File: config.mk
export PLATFORM = sky130hd
export DESIGN_NAME = inst_queue
export DESIGN_NICKNAME = d
export VERILOG_FILES = /design/src/rtl/inst_queue_pkg.sv /design/src/rtl/inst_queue_ram.sv /design/src/rtl/inst_queue.sv
export SDC_FILE = /design/constraint.sdc
export NUM_CORES = 1
export LEC_CHECK = 0
export BUFFER_PORTS_ARGS = -buffer_cell sky130_fd_sc_hd__buf_2
export CORE_MARGIN = 8
export CORE_UTILIZATION = 30
export CTS_BUF_LIST = sky130_fd_sc_hd__clkbuf_16
export DETAILED_ROUTE_END_ITERATION = 7
export PLACE_DENSITY_LB_ADDON = 0.08
export SETUP_SLACK_MARGIN = 0.05
export SLEW_MARGIN = 10
export SYNTH_ARGS = -nofsm -noshare
export SYNTH_HDL_FRONTEND = slang
export SYNTH_SLANG_ARGS = --single-unit
File: constraint.sdc
create_clock -name clk_in -period 9.2 [get_ports clk_in]
set_clock_uncertainty 0.05 [all_clocks]
set_input_delay 1.84 -clock clk_in [delete_from_list [all_inputs] [get_ports clk_in]]
set_output_delay 1.84 -clock clk_in [all_outputs]
set_load 0.01 [all_outputs]
File: src/rtl/inst_queue_pkg.sv
// Shared constants and payload type for the instruction queue.
// Exports INST_WIDTH, ADDR_WIDTH, IQ_DEPTH_LOG, the packed entry type
// iq_entry_t and a saturating 32-bit increment helper.
package inst_queue_pkg;

  localparam int unsigned INST_WIDTH   = 32;
  localparam int unsigned ADDR_WIDTH   = 32;
  localparam int unsigned IQ_DEPTH_LOG = 4;

  // One queued instruction: word, PC and predicted-taken bit.
  typedef struct packed {
    logic [INST_WIDTH-1:0] inst;
    logic [ADDR_WIDTH-1:0] pc;
    logic                  pred;
  } iq_entry_t;

  // Increment that sticks at all ones.
  function automatic logic [31:0] sat_inc32(input logic [31:0] v);
    return (v == 32'hFFFF_FFFF) ? v : v + 32'd1;
  endfunction

endpackage

File: src/rtl/inst_queue_ram.sv
// Entry storage for inst_queue: one synchronous write port and one
// asynchronous read port, no reset.
// Ports:
//   clk_in    clock
//   we        write enable
//   waddr     write index
//   wdata     entry to write
//   raddr     read index
//   rdata_c   entry at raddr (combinational)
module inst_queue_ram
  import inst_queue_pkg::*;
#(
  parameter int unsigned DEPTH_LOG = IQ_DEPTH_LOG
) (
  input  logic                 clk_in,
  input  logic                 we,
  input  logic [DEPTH_LOG-1:0] waddr,
  input  iq_entry_t            wdata,
  input  logic [DEPTH_LOG-1:0] raddr,
  output iq_entry_t            rdata_c
);

  localparam int unsigned DEPTH = 2 ** DEPTH_LOG;

  iq_entry_t mem [DEPTH];

  // Write port.
  always_ff @(posedge clk_in) begin
    if (we) begin
      mem[waddr] <= wdata;
    end
  end

  // Asynchronous read port.
  assign rdata_c = mem[raddr];

endmodule

File: src/rtl/inst_queue.sv
// Instruction queue between fetch and dispatch: circular buffer of
// 2**DEPTH_LOG entries with flush, global enable and combinational head view.
// Optional build macro: INST_QUEUE_STATS_EN adds stall_cnt_out.
// Ports:
//   clk_in, rst_n                     clock, async active-low reset
//   rdy_in                            global enable (low freezes state)
//   flush_in                          discard all entries
//   push_valid_in/inst/pc/pred_in     fetch side offer
//   full_out                          occupancy equals depth
//   pop_in                            dispatch consumes head
//   valid_out, inst/pc/pred_out       head entry (zero when empty)
//   count_out                         occupancy
//   stall_cnt_out (macro only)        saturating count of pushes refused while full
module inst_queue
  import inst_queue_pkg::*;
#(
  parameter int unsigned DEPTH_LOG = IQ_DEPTH_LOG
) (
  input  logic                  clk_in,
  input  logic                  rst_n,
  input  logic                  rdy_in,
  input  logic                  flush_in,
  input  logic                  push_valid_in,
  input  logic [INST_WIDTH-1:0] push_inst_in,
  input  logic [ADDR_WIDTH-1:0] push_pc_in,
  input  logic                  push_pred_in,
  output logic                  full_out,
  input  logic                  pop_in,
  output logic                  valid_out,
  output logic [INST_WIDTH-1:0] inst_out,
  output logic [ADDR_WIDTH-1:0] pc_out,
  output logic                  pred_out,
  output logic [DEPTH_LOG:0]    count_out
`ifdef INST_QUEUE_STATS_EN
  ,
  output logic [31:0]           stall_cnt_out
`endif
);

  localparam int unsigned PW    = DEPTH_LOG;
  localparam int unsigned CW    = DEPTH_LOG + 1;
  localparam int unsigned DEPTH = 2 ** DEPTH_LOG;

  logic [PW-1:0] head_q, head_d;
  logic [PW-1:0] tail_q, tail_d;
  logic [CW-1:0] count_q, count_d;
  logic          valid_q, valid_d;
  logic          full_q, full_d;
  logic          push_acc_c, pop_acc_c, flush_acc_c;
  iq_entry_t     wr_entry;
  iq_entry_t     rd_entry_c;

  assign wr_entry = '{inst: push_inst_in, pc: push_pc_in, pred: push_pred_in};

  inst_queue_ram #(
    .DEPTH_LOG (DEPTH_LOG)
  ) u_ram (
    .clk_in  (clk_in),
    .we      (push_acc_c),
    .waddr   (tail_q),
    .wdata   (wr_entry),
    .raddr   (head_q),
    .rdata_c (rd_entry_c)
  );

  // Next-state: flush overrides push/pop; acceptance uses registered full/valid.
  always_comb begin
    head_d      = head_q;
    tail_d      = tail_q;
    count_d     = count_q;
    flush_acc_c = 1'b0;
    push_acc_c  = 1'b0;
    pop_acc_c   = 1'b0;

    if (rdy_in) begin
      flush_acc_c = flush_in;
      push_acc_c  = push_valid_in && !full_q && !flush_in;
      pop_acc_c   = pop_in && valid_q && !flush_in;
    end

    if (flush_acc_c) begin
      head_d  = '0;
      tail_d  = '0;
      count_d = '0;
    end else begin
      if (push_acc_c) tail_d = tail_q + PW'(1);
      if (pop_acc_c)  head_d = head_q + PW'(1);
      case ({push_acc_c, pop_acc_c})
        2'b10:   count_d = count_q + CW'(1);
        2'b01:   count_d = count_q - CW'(1);
        default: count_d = count_q;
      endcase
    end

    valid_d = (count_d != '0);
    full_d  = (count_d == CW'(DEPTH));
  end

  // State registers.
  always_ff @(posedge clk_in or negedge rst_n) begin
    if (!rst_n) begin
      head_q  <= '0;
      tail_q  <= '0;
      count_q <= '0;
      valid_q <= 1'b0;
      full_q  <= 1'b0;
    end else begin
      head_q  <= head_d;
      tail_q  <= tail_d;
      count_q <= count_d;
      valid_q <= valid_d;
      full_q  <= full_d;
    end
  end

  assign count_out = count_q;
  assign valid_out = valid_q;
  assign full_out  = full_q;

  // Head view straight from storage, forced to zero when empty.
  assign inst_out = valid_q ? rd_entry_c.inst : '0;
  assign pc_out   = valid_q ? rd_entry_c.pc   : '0;
  assign pred_out = valid_q & rd_entry_c.pred;

`ifdef INST_QUEUE_STATS_EN
  logic [31:0] stall_q;

  // Counts enabled edges where fetch offered while full; flush does not clear it.
  always_ff @(posedge clk_in or negedge rst_n) begin
    if (!rst_n) begin
      stall_q <= '0;
    end else if (rdy_in && push_valid_in && full_q) begin
      stall_q <= sat_inc32(stall_q);
    end
  end

  assign stall_cnt_out = stall_q;
`endif

endmodule
==> reports/qor.txt, run 1 <==
Crit path arrival time: 3.99 ns
met2 Resource Use GR: 23.8%
CP Capture Type: output pin
H-Tree Level Count: 3
Tot Pwr: 11.2 mW
Yosys Warn Count: 0
PwrDens: 237 nW/µm²
slowest cell delay on critical path: 0.95 ns
initial antenna violation count: 22
Clock Latency Late Sink: 0.70 ns
TritonCTS Buffers: 116
min-delay worst type: reg2reg
Reg clk slew, reported paths: 0.06 ns
share of layout cells above drive strength 1: 35.1%
initial core utilization: 30.2%
Worst slew margin: 19.7%
fin crit period: 5.88 ns
Hold Fails Final Rpt: 0
DRC: 0
drt pass-1 iters: 5
M1 GR Usage: 19.5%
max-cap check violation count: 0
WHS Endpoint: tail_q[0]
Worst Path Max Fanout: 86
top-area cell type share of the netlist area: 77.4%
drt total wl: 106,000 µm
vias per cell: 4.84
vias in the first global route: 19.8k
CTS Hold Bufs: 0
die outline width: 383 µm
Synth area leader: edfxtp_1
hold path depth: 1
Vias: 18.0k
largest net degree at the start of global routing: 91
DIE AREA: 146,000 µm²
Mapped Area: 40,300 µm²
Overflow after GRT: 0
Unique masters post-synth: 33
Worst EP required: 7.31 ns
DR WL/cell: 28.5 µm
Syn-to-layout area delta: 16.8%
clk root buf: clkbuf_16
Tot GR Track Use: 14.3%
status: finished, final reports clean
worst reg2reg path depth: 5
Max VDD drop: 0.000150 V
LEAKAGE: 14.4 nW
cell count after synthesis: 1,629
Final #Nets: 1,915
sink count of the clock tree: 1,055
RR Endpoint: u_ram.mem[11][52]
Seq cells post-synth: 1,055
busiest grt layer: met2
min-delay src: tail_q[0]
syn avg cell area: 24.8 µm²
Fillers: 12.4k
# port buffers: 142
CORE AREA: 133,000 µm²
CTS tree: done
final period utilization: 64.0%
RSZ-0062 raised after global routing: false
final cell utilization of the core: 35.3%
Post-DP Area: 43,300 µm²
Worst Tran Pin Value: 1.20 ns
first-pass GRT wire length: 151,000 µm
most frequent CP cell: mux4_2
Placer Congestion: 0.681
Clock Tree Buf Depth: 3
design area: 47,100 µm²
commonest non-fill, non-tap cell in the layout: edfxtp_1
Setup violations, final: 0
worst reg2reg path startpoint: full_out
met3 usage: 2.71%
Routed Antenna Nets: 0
Achievable Freq: 170 MHz
Hold Slack: 0.545 ns
die height: 383 µm
most frequent cells in the layout: 1,040 x edfxtp_1, 325 x mux4_2, 142 x buf_2
slowest stage cell on the critical path: dfrtp_4
Final Max Slew Viols: 0
DR iter-0 viols: 1,223
CP Cell Sequence: buf_12 -> mux4_2 -> mux4_2 -> and2_1 -> buf_2
post-CTS setup buffer count: 0
Post-DP HPWL: 50,700 µm
Area contributors post-synth: edfxtp_1 77%, mux4_2 18%, and2_1 1.1%
critical path class: reg2out
row count: 134
CTS resizes: 0
Syn Nets: 1,708
IO Count: 143
r2r setup slk: 5.83 ns
sequential area share after synthesis: 78.3%
Critical Path Source Type: flop
==> through the flow <==
stage	instances	setup slack (ns)	TNS, ns
2_1_floorplan	1629	-0.119	-31.00
3_3_place_gp	3486	3.94	0
3_5_place_dp	3486	3.92	0
4_1_cts	3700	3.11	0
5_1_grt	3700	3.03	0
6_report	3708	3.32	0
==> worst max path at each step <==
stage / from / to / slack, ns / cells past startpoint
after floorplan: rdy_in / u_ram.mem[0][0] / -0.12 / 5
after global placement: head_q[0] / pc_out[27] / 3.94 / 5
after detailed placement: head_q[0] / pc_out[27] / 3.92 / 5
after CTS: head_q[0] / pc_out[27] / 3.11 / 5
after global routing: head_q[0] / pc_out[27] / 3.03 / 5
final: head_q[0] / pc_out[27] / 3.32 / 5
==> sequential cells by signal, indices dropped and copies added (netlist names) <==
| name | cells |
|---|---|
| u_ram.mem | 1040 |
| count_out | 5 |
| full_out | 1 |
| tail_q | 4 |
| valid_out | 1 |
| head_q | 4 |
==> synthesized netlist by cell type (all sizes together) <==
library cell and n:
edfxtp 1040, mux4 325, and2 70, clkbuf 44
buf 43, nor2 16, dfrtp 15, nand2 9
ha 8, inv 8, nand3 8, o21ai 7
nor3 6, xor2 5, nor2b 4, nor4 4
a21oi 3, mux2i 2, nand4 2, a211o 1
a22o 1, a31oi 1, a41oi 1, and3b 1
nor3b 1, nor4b 1, o221ai 1, o31ai 1
xnor2 1
==> routing by layer <==
metal | part of all wire [%] | wire (µm)
met5 | 0.052 | 55
met4 | 1.9 | 2000
met3 | 4.1 | 4380
met2 | 49 | 52000
met1 | 45 | 47400
==> area by class of cell <==
cell class	instances	area (µm²)	area share [%]
diodes	8	20.0	0.0425
clock inverters	95	813	1.73
flip-flops and latches	1055	31600	67.1
clock buffers	119	2980	6.32
repair buffers	176	1070	2.26
well taps	1768	2210	4.70
inverters	8	30.0	0.0637
multi-input cells	479	8370	17.8
==> cell families after synthesis <==
| kind of cell | count (synthesis) | synth area share [%] |
|---|---|---|
| buffers and inverters | 95 | 1.13 |
| adder cells (fa/ha/maj) | 8 | 0.248 |
| AO/OA/AOI/OAI | 16 | 0.245 |
| AND/OR/NAND/NOR | 122 | 1.71 |
| flip-flops | 1055 | 78.3 |
| multiplexers | 327 | 18.2 |
| XOR/XNOR | 6 | 0.130 |
==> worst max-delay path, delay by kind of cell (launching register included) <==
kind | cells | cell delay (ns)
buffers and inverters | 2 | 0.78
flip-flops | 1 | 0.95
multiplexers | 2 | 1.23
AND/OR/NAND/NOR | 1 | 0.20
==> power breakdown <==
part	switching [mW]	leakage, nW	total [mW]	internal (mW)
Combinational	0.609	2.97	1.18	0.574
Sequential	0.0717	9.55	5.39	5.32
Clock	1.87	1.92	4.61	2.74
Power figures use the tool's default switching activity.
==> run 2: changes to the inputs <==
Clock period 9.2 ns to 5.1 ns, I/O delays scaled along.
==> reports/qor.txt, run 2 (same netlist as run 1, synthesis figures left out) <==
LEAKAGE: 14.6 nW (+1.3%)
switching power: 4.64 mW (+82%)
switching share of power: 23.1% (+0.27 points)
commonest non-fill, non-tap cell in the layout: edfxtp_1
H-Tree Level Count: 3 (unchanged)
Overflow after GRT: 0 (unchanged)
Int Pwr: 15.4 mW (+79%)
die outline width: 383 µm (unchanged)
PwrDens: 423 nW/µm² (+78%)
Critical Path Source Type: flop
row count: 134 (unchanged)
beginning of the critical path: head_q[0]
CTS tree: done
vias per cell: 4.82 (-0.49%)
CP Buf/Inv Count: 2 (unchanged)
die height: 383 µm (unchanged)
Hold Fails Final Rpt: 0 (unchanged)
min-delay worst type: in2async
Worst Tran Pin Value: 1.06 ns (-0.139 ns)
RR Endpoint: full_out
Hold Slack: 0.174 ns (-0.371 ns)
Stages on worst setup path: 5 (unchanged)
# port buffers: 142 (unchanged)
Worst EP required: 4.03 ns (-3.28 ns)
Comb pwr share: 10.8% (+0.2 points)
Max VDD drop: 0.000258 V (+72%)
Clk pwr share: 40.7% (-0.5 points)
clk root buf: clkbuf_16
critical path class: reg2out
most frequent CP cell: mux4_2
worst reg2reg path startpoint: valid_out
final non-filler cell total: 3,731 (+0.62%)
CTS Hold Bufs: 0 (unchanged)
Syn-to-layout area delta: 17.8%
worst reg2reg path depth: 10 (+5)
Reg power frac: 48.5% (+0.3 points)
Crit path arrival time: 3.38 ns (-0.61 ns)
DR iter-0 viols: 1,255 (+2.6%)
status: finished, final reports clean
Post-DP Area: 43,700 µm² (+1.0%)
Final #Nets: 1,935 (+1.0%)
Vias: 18.0k (+0.13%)
Post-DP HPWL: 52,700 µm (+3.9%)
Achievable Freq: 225 MHz
DR WL/cell: 28.5 µm (about the same)
Worst Path Max Fanout: 22 (-74%)
Setup violations, final: 0 (unchanged)
DRC: 0 (unchanged)
max-cap check violation count: 0 (unchanged)
largest net degree at the start of global routing: 68 (-25%)
slowest cell delay on critical path: 0.74 ns (-0.21 ns)
Sum Neg Setup Slack: 0 ns (unchanged)
CORE AREA: 133,000 µm² (unchanged)
max reg flops: 1,040 (unchanged)
share of layout cells above drive strength 1: 36.1% (+0.95 points)
Final Max Slew Viols: 0 (unchanged)
sink count of the clock tree: 1,055 (unchanged)
TritonCTS Buffers: 117 (+0.86%)
Placer Congestion: 0.684 (+0.37%)
Worst slew margin: 29.4% (+9.7 points)
Clock Tree Buf Depth: 3 (unchanged)
Top reg by flops: u_ram.mem
initial antenna violation count: 20 (-9.1%)
fin crit period: 4.45 ns
CP Cell Sequence: buf_4 -> mux4_2 -> mux4_2 -> and2_1 -> buf_2
drt pass-1 iters: 5 (unchanged)
IO Count: 143 (unchanged)
Tot GR Track Use: 14.4% (+0.054 points)
drt total wl: 107,000 µm (+0.63%)
r2r setup slk: 1.75 ns (-4.08 ns)
initial core utilization: 30.2% (unchanged)
most frequent cells in the layout: 1,040 x edfxtp_1, 325 x mux4_2, 142 x buf_2
first-pass GRT wire length: 151,000 µm (+0.30%)
CTS resizes: 0 (unchanged)
Reg clk slew, reported paths: 0.06 ns (about the same)
RSZ-0062 raised after global routing: false
CP Capture Type: output pin
Routed Antenna Nets: 0 (unchanged)
Setup crit end: inst_out[7]
DIE AREA: 146,000 µm² (unchanged)
slowest stage cell on the critical path: dfrtp_4
Clock Latency Late Sink: 0.71 ns (about the same)
post-CTS setup buffer count: 0 (unchanged)
Cells after DPL: 3,505 (+0.55%)
vias in the first global route: 20.0k (+1.0%)
CP top delay family: multiplexers
design area: 47,500 µm² (+0.84%)
final period utilization: 87.3%
## run 2: layout make-up
cell class / count / area (µm²)
antenna: 7 / 17.5
clock buffer: 117 / 2930
clock inverter: 102 / 822
fill: 12300 / 86000
inverter: 8 / 30.0
multi-input combinational: 479 / 8400
sequential: 1055 / 31600
tap: 1768 / 2210
timing repair buffer: 195 / 1470
## run 2: power by group through the flow
| stage | clock network, mW | logic [mW] | registers [mW] |
|---|---|---|---|
| after global routing | 8.74 | 2.37 | 9.75 |
| after detailed placement | 0 | 2.26 | 9.93 |
| after global placement | 0 | 2.25 | 9.92 |
| after CTS | 8.44 | 2.27 | 9.75 |
| final | 8.17 | 2.18 | 9.73 |
| after floorplan | 0 | 1.50 | 9.80 |
## run 2: through the flow
stage                     setup slack, ns  util (%)  power [mW]
after floorplan                     -1.62         -        11.3
after global placement               1.22      32.8        12.2
after detailed placement             1.23      32.8        12.2
after CTS                           0.471      35.6        20.5
after global routing                0.400      35.6        20.9
final                               0.648      35.6        20.1
## run 2: per-layer routing
layer  wire length [µm]  track usage (%)  vias up  part of all wire, %
li1                   -                -     7505                    -
met1              47400             19.5     9977                   45
met2              52700             24.2      378                   49
met3               4590             2.52      122                  4.3
met4               1790             3.53        6                  1.7
met5                 28                0        -                0.026
## run 2: worst min-delay path by stage
stage	end	cells after the start	from
after floorplan	tail_q[0]	1	tail_q[0]
after global placement	count_out[4]	2	count_out[4]
after detailed placement	count_out[4]	2	count_out[4]
after CTS	count_out[4]	1	rst_n
after global routing	count_out[2]	1	rst_n
final	count_out[4]	1	rst_n
==> run 3: changes to the inputs <==
Settings changed: ABC_AREA from default to 1.
==> reports/qor.txt, run 3 <==
status: finished, final reports clean
Critical Path Source Type: flop
Overflow after GRT: 0 (unchanged)
fin crit period: 4.72 ns (+0.273 ns)
Worst Tran Pin Value: 1.09 ns (+0.0321 ns)
Synth Area in Adders: 0.240% (-0.0084 points)
row count: 137 (+2.2%)
Post-DP HPWL: 63,000 µm (+20%)
most frequent CP cell: buf_12
mux contribution to synthesized area: 0% (-18 points)
IO Count: 143 (unchanged)
DIE AREA: 151,000 µm² (+3.4%)
slowest stage cell on the critical path: dfrtp_4
Worst EP required: 4.03 ns (about the same)
share of layout cells above drive strength 1: 12.0% (-24 points)
switching power: 6.14 mW (+32%)
Final Max Slew Viols: 0 (unchanged)
Mapped Area: 41,800 µm² (+3.5%)
min-delay worst type: in2async
Final #Nets: 3,362 (+74%)
slowest cell delay on critical path: 0.92 ns (+0.18 ns)
PwrDens: 443 nW/µm² (+4.9%)
initial antenna violation count: 16 (-20%)
TritonCTS Buffers: 120 (+2.6%)
design area: 48,600 µm² (+2.3%)
Clock Latency Late Sink: 0.70 ns (about the same)
vias in the first global route: 26.2k (+31%)
H-Tree Level Count: 3 (unchanged)
max-cap check violation count: 0 (unchanged)
Worst Path Max Fanout: 96 (+340%)
initial core utilization: 30.1% (-0.15 points)
Area contributors post-synth: edfxtp_1 75%, nor2_1 7.2%, o21ai_0 5.4%
post-synthesis simple-gate area fraction: 9.32% (+7.6 points)
drt total wl: 130,000 µm (+22%)
DRC: 0 (unchanged)
Routed Antenna Nets: 0 (unchanged)
Synth Area in Compound Gates: 11.9% (+12 points)
sequential area share after synthesis: 75.7% (-2.7 points)
Vias: 26.1k (+45%)
Crit path arrival time: 3.65 ns (+0.27 ns)
Sum Neg Setup Slack: 0 ns (unchanged)
Int Pwr: 15.4 mW (-0.25%)
largest net degree at the start of global routing: 249 (+270%)
syn avg cell area: 13.2 µm² (-47%)
most frequent cells in the layout: 1,040 x edfxtp_1, 789 x nor2_1, 449 x o21ai_0
cell with the most instances after synthesis: edfxtp_1
LEAKAGE: 15.6 nW (+6.9%)
Max VDD drop: 0.000273 V (+6.1%)
drt pass-1 iters: 5 (unchanged)
DR iter-0 viols: 1,776 (+42%)
Worst slew margin: 27.2% (-2.1 points)
Reg power frac: 44.9% (-3.6 points)
clk root buf: clkbuf_16
Placer Congestion: 0.713 (+4.2%)
cell count after synthesis: 3,166 (+94%)
Syn-to-layout area delta: 16.3%
Syn Nets: 3,245 (+90%)
CTS tree: done
largest family of logic cells by synthesized area: compound AO/OA/AOI/OAI gates
number of synthesized flops with an enable pin: 1,040 (unchanged)
DR WL/cell: 25.1 µm (-12%)
Cells after DPL: 4,967 (+42%)
XOR/XNOR share of the synthesized area: 0.0839% (-0.046 points)
# port buffers: 142 (unchanged)
commonest non-fill, non-tap cell in the layout: edfxtp_1
sink count of the clock tree: 1,055 (unchanged)
CP Cell Sequence: buf_12 -> buf_12 -> o21ai_0 -> o211ai_1 -> nand3_1 -> a21oi_1 -> buf_2
Top reg by flops: u_ram.mem
CORE AREA: 139,000 µm² (+4.0%)
Hold Fails Final Rpt: 0 (unchanged)
critical path class: reg2out
Clk pwr share: 38.8% (-1.9 points)
Post-DP Area: 44,700 µm² (+2.2%)
vias per cell: 5.02 (+4.2%)
FFs w/ async S/R, synth: 1.42% (unchanged)
switching share of power: 28.5% (+5.4 points)
worst reg2reg path depth: 6 (-4)
final period utilization: 92.6% (+5.3 points)
post-CTS setup buffer count: 0 (unchanged)
Setup violations, final: 0 (unchanged)
top-area cell type share of the netlist area: 74.8% (-2.6 points)
Synth area leader: edfxtp_1
Synth Flop Type: edfxtp_1
Reg clk slew, reported paths: 0.06 ns (about the same)
Comb pwr share: 16.3% (+5.5 points)
Clock Tree Buf Depth: 3 (unchanged)
Unique masters post-synth: 26 (-21%)
final non-filler cell total: 5,200 (+39%)
die outline width: 389 µm (+1.7%)
CP Capture Type: output pin
max reg flops: 1,040 (unchanged)
Yosys Warn Count: 0 (unchanged)
first-pass GRT wire length: 187,000 µm (+24%)
RSZ-0062 raised after global routing: true
commonest cells in the synthesized netlist: 1,040 x edfxtp_1, 805 x nor2_1, 449 x o21ai_0
Tot GR Track Use: 16.6% (+2.2 points)
Seq cells post-synth: 1,055 (unchanged)
die height: 389 µm (+1.7%)
Achievable Freq: 212 MHz (-5.8%)
==> run 3: final timing paths <==
path / startpoint / endpoint / slack, ns
min in group clk_in: tail_q[3] / tail_q[3] / 0.47
worst max register to register: full_out / u_ram.mem[9][0] / 2.39
worst min register to register: tail_q[3] / tail_q[3] / 0.47
worst max-delay path: head_q[0] / pc_out[17] / 0.38
worst min-delay path: rst_n / count_out[0] / 0.19
max in group asynchronous: rst_n / head_q[2] / 4.49
==> run 3: worst max-delay path: cells and delay by family, from the launching register on <==
family                 cells  cell delay, ns
buffers and inverters      3            1.05
flip-flops                 1            0.92
AO/OA/AOI/OAI              3            0.72
AND/OR/NAND/NOR            1            0.10
==> run 3: metrics by stage <==
step | hold WS (ns) | total power [mW] | worst slack [ns] | util (%)
after floorplan | 0.426 | 12.0 | 0.297 | -
after global placement | 0.456 | 13.4 | 0.978 | 32.2
after detailed placement | 0.461 | 13.4 | 0.978 | 32.2
after CTS | 0.128 | 21.9 | 0.184 | 35.0
after global routing | 0.173 | 22.5 | 0.0329 | 35.0
final | 0.190 | 21.5 | 0.376 | 35.0
==> run 3: repair_timing <==
action | CTS | global route
hold buffers | 0 | 0
gates resized for setup | 0 | 1
endpoints found under the setup margin | 0 | 2
==> run 3: final cells by class <==
type	instances	area (µm²)
Sequential cell	1055	31600
Antenna cell	7	17.5
Multi-Input combinational cell	1860	9110
Fill cell	13500	90300
Timing Repair Buffer	216	1580
Timing Repair inverter	1	11.3
Clock buffer	121	3030
Tap cell	1807	2260
Clock inverter	104	802
Inverter	29	150
==> run 3: logic make-up (layout without fill, tap and decap cells) <==
kind of cell / count (synthesis) / count (layout)
other: 0 / 7
xor gates and xnor gates: 4 / 4
buffers and inverters: 251 / 471
AOI/OAI and AO/OA: 860 / 860
and+or+nand+nor: 988 / 988
DFF: 1055 / 1055
adders and majority gates: 8 / 8
==> run 3: metal layers <==
metal  part of all wire, %  track usage, %
met1                    44            22.1
met2                    50            28.4
met4                   1.8            4.32
met5                 0.010               0
met3                   4.2            2.54
==> run 3: power by group through the flow <==
stage | registers, mW | clock network, mW | logic [mW]
after floorplan | 9.81 | 0 | 2.20
after global placement | 9.86 | 0 | 3.55
after detailed placement | 9.86 | 0 | 3.58
after CTS | 9.68 | 8.62 | 3.59
after global routing | 9.69 | 8.91 | 3.93
final | 9.68 | 8.36 | 3.50
